[src/rtl/vx_sched_perf_pkg.sv]
// Shared types and widths for the scheduler performance counter block.
package vx_sched_perf_pkg;

    localparam int unsigned NUM_WARPS_DEF = 4;
    localparam int unsigned PERF_CTR_BITS = 44;
    localparam int unsigned SCHED_CNT_W   = $clog2(NUM_WARPS_DEF + 1);

    // One sampled cycle of scheduler status, carried through the stage-1 register.
    typedef struct packed {
        logic                   en;
        logic                   idle;
        logic                   stall;
        logic [SCHED_CNT_W-1:0] act_cnt;
        logic [SCHED_CNT_W-1:0] stl_cnt;
    } sched_perf_sample_t;

endpackage

[src/rtl/vx_sched_perf_popcount.sv]
// Combinational population count of an N-bit vector.
module vx_sched_perf_popcount #(
    parameter int unsigned N = 4
) (
    input  logic [N-1:0]               in_i,
    output logic [$clog2(N+1)-1:0]     cnt_o
);

    localparam int unsigned OUT_W = $clog2(N + 1);

    logic [OUT_W-1:0] cnt;

    always_comb begin
        cnt = '0;
        for (int unsigned i = 0; i < N; i++) begin
            cnt = cnt + OUT_W'(in_i[i]);
        end
    end

    assign cnt_o = cnt;

endmodule

[src/rtl/vx_sched_perf.sv]
// Scheduler performance counters: idles, stalls, stalled and active warp sums.
// Status is sampled into a stage-1 register, then accumulated one cycle later.
module vx_sched_perf
    import vx_sched_perf_pkg::*;
#(
    parameter int unsigned NUM_WARPS = NUM_WARPS_DEF,
    parameter int unsigned CTR_W     = PERF_CTR_BITS
) (
    input  logic                 clk,
    input  logic                 reset,
    input  logic                 perf_en,
    input  logic                 schedule_valid,
    input  logic                 schedule_ready,
    input  logic [NUM_WARPS-1:0] active_mask,
    input  logic [NUM_WARPS-1:0] stalled_mask,
    output logic [CTR_W-1:0]     sched_idles,
    output logic [CTR_W-1:0]     sched_stalls,
    output logic [CTR_W-1:0]     stalled_warps,
    output logic [CTR_W-1:0]     active_warps
);

    localparam int unsigned CNT_W = $clog2(NUM_WARPS + 1);

    logic [CNT_W-1:0]   act_cnt;
    logic [CNT_W-1:0]   stl_cnt;
    logic [NUM_WARPS-1:0] stl_active;

    sched_perf_sample_t sample_d, sample_q;

    logic [CTR_W-1:0] idles_d,  idles_q;
    logic [CTR_W-1:0] stalls_d, stalls_q;
    logic [CTR_W-1:0] stlw_d,   stlw_q;
    logic [CTR_W-1:0] actw_d,   actw_q;

    // Stalled bits of inactive warps never count.
    assign stl_active = stalled_mask & active_mask;

    vx_sched_perf_popcount #(.N(NUM_WARPS)) u_pop_act (
        .in_i  (active_mask),
        .cnt_o (act_cnt)
    );

    vx_sched_perf_popcount #(.N(NUM_WARPS)) u_pop_stl (
        .in_i  (stl_active),
        .cnt_o (stl_cnt)
    );

    always_comb begin
        sample_d         = '0;
        sample_d.en      = perf_en;
        sample_d.idle    = ~schedule_valid;
        sample_d.stall   = schedule_valid & ~schedule_ready;
        sample_d.act_cnt = SCHED_CNT_W'(act_cnt);
        sample_d.stl_cnt = SCHED_CNT_W'(stl_cnt);
    end

    // Enable travels with its sample, so gating applies to exactly that cycle.
    always_comb begin
        idles_d  = idles_q;
        stalls_d = stalls_q;
        stlw_d   = stlw_q;
        actw_d   = actw_q;
        if (sample_q.en) begin
            idles_d  = idles_q  + CTR_W'(sample_q.idle);
            stalls_d = stalls_q + CTR_W'(sample_q.stall);
            stlw_d   = stlw_q   + CTR_W'(sample_q.stl_cnt);
            actw_d   = actw_q   + CTR_W'(sample_q.act_cnt);
        end
    end

    always_ff @(posedge clk) begin
        if (reset) begin
            sample_q <= '0;
            idles_q  <= '0;
            stalls_q <= '0;
            stlw_q   <= '0;
            actw_q   <= '0;
        end else begin
            sample_q <= sample_d;
            idles_q  <= idles_d;
            stalls_q <= stalls_d;
            stlw_q   <= stlw_d;
            actw_q   <= actw_d;
        end
    end

    assign sched_idles   = idles_q;
    assign sched_stalls  = stalls_q;
    assign stalled_warps = stlw_q;
    assign active_warps  = actw_q;

endmodule

[config.mk]
export PLATFORM = sky130hd
export DESIGN_NAME = vx_sched_perf
export DESIGN_NICKNAME = d
export VERILOG_FILES = /design/src/rtl/vx_sched_perf_pkg.sv /design/src/rtl/vx_sched_perf_popcount.sv /design/src/rtl/vx_sched_perf.sv
export SDC_FILE = /design/constraint.sdc
export NUM_CORES = 1
export LEC_CHECK = 0
export ABC_CLOCK_PERIOD_IN_PS = 7900
export CORE_MARGIN = 3
export CORE_UTILIZATION = 50
export DETAILED_ROUTE_END_ITERATION = 8
export PLACE_DENSITY = 0.82
export SLEW_MARGIN = 20
export SYNTH_ARGS = -nofsm -noshare
export SYNTH_HDL_FRONTEND = slang
export SYNTH_SLANG_ARGS = --single-unit
[constraint.sdc]
create_clock -name clk -period 7.9 [get_ports clk]
set_input_delay 1.58 -clock clk [delete_from_list [all_inputs] [get_ports clk]]
set_output_delay 1.58 -clock clk [all_outputs]
set_load 0.1 [all_outputs]
==> impl_metrics.toml, run 1 <==
[run_status]
status = "complete, no violations"

[logic_synthesis]
synth_xor_xnor_area_share = 0.105
async_flop_share = 0
synth_fa_ha_area_frac = 0.0295
syn_area_per_cell_sq_um = 8.48
ys.flop_type = "dfxtp_1"
synth_top_family_by_area = "simple AND/OR/NAND/NOR gates"
synthCells = 1019
synth_edf_count = 0
synth_compound_area_frac = 0.0817
ys.warnings.count = 0
ys_seq_area_frac = 0.429
ys_seq_elements = 185
synthMuxAreaShare = 0.0106
synthDistinctLibCells = 50
synthSimpleGateAreaFrac = 0.309
syn_area_sq_um = 8640
synth_nets = 1050

[placement]
hpwl_um = 14300
place.port_buffers = 188
gp_congestion = 0.797
dpl.cell_count = 1385
dpl_cell_area_sq_um = 10700
dpl_worst_slack_ns = 4.44

[die]
die_w_um = 137
fp-row-count = 47
ios = 189
initial_core_util = 0.516
die_h_um = 137
core_sq_um = 16800
die_area_sq_um = 18900

[cells_and_area]
mostFrequentLayoutCell = "clkdlybuf4s50_1"
utilization = 0.671
multi_input_area_sq_um = 4650
synthToLayoutAreaGrowth_pct = 30.2
nFillCells = 1402
regArea_sq_um = 3700
design_area_sq_um = 11200
layout_common_cells = "clkdlybuf4s50_1 (187), dfxtp_1 (185), nor2_1 (129), xnor2_1 (68), nand2_1 (64)"
layout.cells.non_filler = 1417
num-nets-final = 1215
drive_gt1_frac = 0.0435

[power]
power_density_nw_per_um2 = 163
p_total_mw = 1.84
p_leak_nw = 3.64
ir_worst_vdd_mv = 0.144

[cts]
htree_levels = 4
clk_pin_slew_ns = 0.06
ctsHoldBuffers = 0
clockRootBuffer = "clkbuf_16"
clk_latency_ns = 0.42
cts_tree = "yes"
clockBufferDepth = 2
clock_sinks = 185
post_cts.repair.setup_buffers = 0
cts-resized-gates = 0
numCtsBuffers = 17

[global_route]
gr-total-overflow = 0
grt_pass1_vias = 6975
grt_usage = 0.212
antenna_found_initial = 3
grt_pass1_wl_um = 33200
grt_max_degree = 121

[job]
cap_violations = 0

[worst_setup_path]
cp_max_fo = 6
required_ns = 6.32
crit_chain = "clkdlybuf4s50_1"
cpMaxStageDelayCell = "clkdlybuf4s50_1"
cp.arrival_ns = 2.07
cp_slowest_stage_delay_ns = 1.19
crit_path_end_kind = "primary output"
path_class = "register to primary output"
reg2reg_from = "stalled_warps[0]$_SDFFE_PP0P_"
worst-path-buf-inv = 1
start_kind = "register"
startpoint = "sched_stalls[29]$_SDFFE_PP0P_"
cp_top_family = "buffers and inverters"

[route]
wl_um = 20600
top_layer = "met5"
drcViolationCount = 0
routed-via-count = 7928
first_pass_iters = 4
drtAntennaViolNets = 0
met3_length_um = 1230
routedWlPerCell_um = 14.5
avgViaCountPerCell = 5.59
met2_length_um = 9790
drt_iter0_markers = 422
wl_met1_um = 9270

[worst_hold_path]
min-delay-start = "sched_idles[43]$_SDFFE_PP0P_"
hold_path_class = "register to register"

[sta]
hold_viol_final = 0
finalSetupViolCount = 0
tns_ns = 0
max_slew.worst_pin.slew_ns = 1.02
max_clock_freq_mhz = 274
grt_setup_unrepaired = "false"
fin_crit_ns = 3.65
period_share = 0.462
max_slew_margin = 0.318
setup_slack_ns = 4.25
slew_viol_final = 0
whs_ns = 0.496
final.setup_skew_ns = 0.00933
[registers in the layout, indices dropped and copies added, names as in the netlist]
| name | flops |
|---|---|
| sched_stalls | 44 |
| stalled_warps | 44 |
| active_warps | 44 |
| sample_q | 9 |
| sched_idles | 44 |
[final cells by class]
cell class	count	area share
diodes	1	0.000222
clock buffers	20	0.0397
clock inverters	11	0.0110
inverters	29	0.00968
multi-input cells	756	0.414
flip-flops and latches	185	0.329
well taps	220	0.0245
repair buffers	195	0.172
[per-layer routing]
| metal | GRT usage | up-vias |
|---|---|---|
| met1 | 0.282 | 3751 |
| met4 | 0.0637 | 6 |
| li1 | - | 3937 |
| met5 | 0 | - |
| met3 | 0.0486 | 24 |
| met2 | 0.344 | 210 |
[path summary, 6_finish.rpt]
kind / end / slack (ns) / depth (start not counted)
worst min register to register: sched_idles[43]$_SDFFE_PP0P_ / 0.50 / 2
worst max register to register: stalled_warps[40]$_SDFFE_PP0P_ / 5.04 / 9
worst min-delay path: sched_idles[43]$_SDFFE_PP0P_ / 0.50 / 2
worst max-delay path: sched_stalls[29] / 4.25 / 1
[cells by family (layout without fill, tap and decap cells)]
family	count (synthesis)	in the layout
xor+xnor	104	104
buf+inv	78	255
mux	9	9
fa+ha+maj	18	18
compound gates	127	127
other cells	0	1
simple gates	498	498
flops	185	185
[where the power goes]
group          internal [mW]  total (mW)  leakage [nW]  switching (mW)
clock                  0.473       0.832         0.272           0.358
combinational         0.0201      0.0642          1.88          0.0441
sequential             0.938       0.940          1.49         0.00295
total                   1.43        1.84          3.64           0.405
[Yosys cell counts (7+ instances only)]
cell type  number  area share
or4_1          12       0.010
clkbuf_1       36       0.016
and3_1         10      0.0072
and2_1         10      0.0072
and4_1         24       0.024
nor4_1         27       0.020
nand3_1        57       0.033
a21o_1          7      0.0061
o21ai_0        48       0.028
dfxtp_1       185        0.43
inv_1          29       0.013
nand4_1        42       0.030
or3_1          42       0.030
nand2_1        64       0.028
nor3_1         37       0.021
xor2_1         36       0.036
ha_1           14       0.020
nor2_1        129       0.056
o31ai_1         8      0.0070
a21oi_1        54       0.031
nor2b_1        16       0.012
mux2i_1         8      0.0093
xnor2_1        68       0.069
(Power assumes the default switching activity.)
==> inputs of run 2 (changes only) <==
--- a/config.mk
+++ b/config.mk
@@ -5,7 +5,7 @@
 export SDC_FILE = /design/constraint.sdc
 export NUM_CORES = 1
 export LEC_CHECK = 0
-export ABC_CLOCK_PERIOD_IN_PS = 7900
+export ABC_CLOCK_PERIOD_IN_PS = 3400
 export CORE_MARGIN = 3
 export CORE_UTILIZATION = 50
 export DETAILED_ROUTE_END_ITERATION = 8
==> constraint.sdc (replaced) <==
create_clock -name clk -period 3.4 [get_ports clk]
set_input_delay 0.68 -clock clk [delete_from_list [all_inputs] [get_ports clk]]
set_output_delay 0.68 -clock clk [all_outputs]
set_load 0.1 [all_outputs]
==> run 2 against run 1 <==
Effect of this change: via count decreased by 0.50%; sequential share of layout area rose by 1.1 points; global-route usage down 0.075 points; clock power is 140% higher; combinational power rose by 130%.
==> impl_metrics.toml, run 2 (same netlist as run 1, synthesis figures left out) <==
[cts]
cts-resized-gates = 0
htree_levels = 4
clock_sinks = 185
clk_pin_slew_ns = 0.07
ctsHoldBuffers = 0
clockRootBuffer = "clkbuf_16"
clk_latency_ns = 0.42
clockBufferDepth = 2
numCtsBuffers = 17
post_cts.repair.setup_buffers = 0
cts_tree = "yes"

[cells_and_area]
layout_common_cells = "dfxtp_1 (185), buf_4 (184), nor2_1 (129), xnor2_1 (68), nand2_1 (64)"
drive_gt1_frac = 0.191
design_area_sq_um = 10900
num-nets-final = 1222
synthToLayoutAreaGrowth_pct = 26.0
mostFrequentLayoutCell = "dfxtp_1"
diodes = 0

[global_route]
grt_pass1_wl_um = 33200
gr-total-overflow = 0
grt_usage = 0.211
grt_max_degree = 142
grt_pass1_vias = 7006
antenna_found_initial = 1

[sta]
max_slew_margin = 0.311
period_share = 0.829
slew_viol_final = 0
fin_crit_ns = 2.82
max_slew.worst_pin.slew_ns = 1.03
tns_ns = 0
grt_setup_unrepaired = "false"
final.setup_skew_ns = 0.0155
hold_viol_final = 0
max_clock_freq_mhz = 355
finalSetupViolCount = 0

[worst_hold_path]
hold_path_class = "register to register"

[route]
routed-via-count = 7888
drtAntennaViolNets = 0
first_pass_iters = 4
wl_um = 20600
drcViolationCount = 0
routedWlPerCell_um = 14.4
drt_iter0_markers = 373
avgViaCountPerCell = 5.54

[job]
cap_violations = 0

[worst_setup_path]
crit_chain = "ha_1 -> inv_1 -> fa_1 -> nor2b_1 -> o2111ai_1 -> buf_4 -> or4_4 -> or4_1 -> a21oi_1"
path_class = "register to register"
cp_top_family = "simple AND/OR/NAND/NOR gates"
required_ns = 3.73
cpMaxStageDelayCell = "or4_4"
reg2reg_slack_ns = 0.58
worst-path-buf-inv = 2
start_kind = "register"
crit_path_end_kind = "register"
cp.arrival_ns = 3.15
cp_max_fo = 15
cp_slowest_stage_delay_ns = 0.64

[die]
die_h_um = 137
initial_core_util = 0.516
ios = 189
die_area_sq_um = 18900
die_w_um = 137
fp-row-count = 47
core_sq_um = 16800

[power]
power_density_nw_per_um2 = 396
p_leak_nw = 4.02
ir_worst_vdd_mv = 0.329
p_total_mw = 4.31

[placement]
dpl_cell_area_sq_um = 10300
hpwl_um = 14400
gp_congestion = 0.797
place.port_buffers = 188

[run_status]
status = "complete, no violations"
## run 2: cell count changes in the layout (fill, tap and decap cells not counted)
cell | previous run | this run
clkinv_8 | 0 | 1
clkinv_4 | 2 | 4
clkinv_2 | 3 | 2
clkdlybuf4s50_1 | 187 | 17
nor4_2 | 1 | 2
diode_2 | 1 | 0
buf_4 | 7 | 184
clkinvlp_4 | 3 | 2
nor4_4 | 1 | 0
## run 2: per-stage QoR
stage           util  hold slack [ns]  std cells  worst slack, ns
2_1_floorplan      -            0.551       1019           0.0766
3_3_place_gp   0.614            0.473       1392            0.678
3_5_place_dp   0.614            0.491       1392            0.589
4_1_cts        0.649            0.503       1424            0.576
5_1_grt        0.649            0.517       1424            0.378
6_report       0.649            0.507       1424            0.581
## run 2: layout make-up
cell class / count / area, sq um
clock buffers: 20 / 447
well taps: 220 / 275
repair buffers: 202 / 1560
multi-input cells: 756 / 4640
flip-flops and latches: 185 / 3700
clock inverters: 12 / 145
inverters: 29 / 109
fillers: 1441 / 5880
## run 2: report_power, final
part / internal (mW) / switching, mW
Sequential: 2.18 / 0.00699
Combinational: 0.0467 / 0.103
Clock: 1.11 / 0.860
## run 2: routing by layer
metal  vias to the layer above  track usage  part of all wire
met2                       213        0.344              0.47
li1                       3953            -                 -
met1                      3686        0.280              0.44
met4                         2       0.0710             0.021
met3                        34       0.0435             0.063
met5                         -            0           0.00063
## run 2: final timing paths
check	start	end	depth (start not counted)
worst max-delay path	stalled_warps[0]$_SDFFE_PP0P_	stalled_warps[40]$_SDFFE_PP0P_	9
worst min-delay path	sched_idles[37]$_SDFFE_PP0P_	sched_idles[37]$_SDFFE_PP0P_	2
worst max register to register	stalled_warps[0]$_SDFFE_PP0P_	stalled_warps[40]$_SDFFE_PP0P_	9
worst min register to register	sched_idles[37]$_SDFFE_PP0P_	sched_idles[37]$_SDFFE_PP0P_	2
## run 2: tightest hold or removal path, cell delays in order (launching register included)
cell and delay [ns]:
dfxtp_1 0.34, o31ai_1 0.07, a21oi_1 0.06
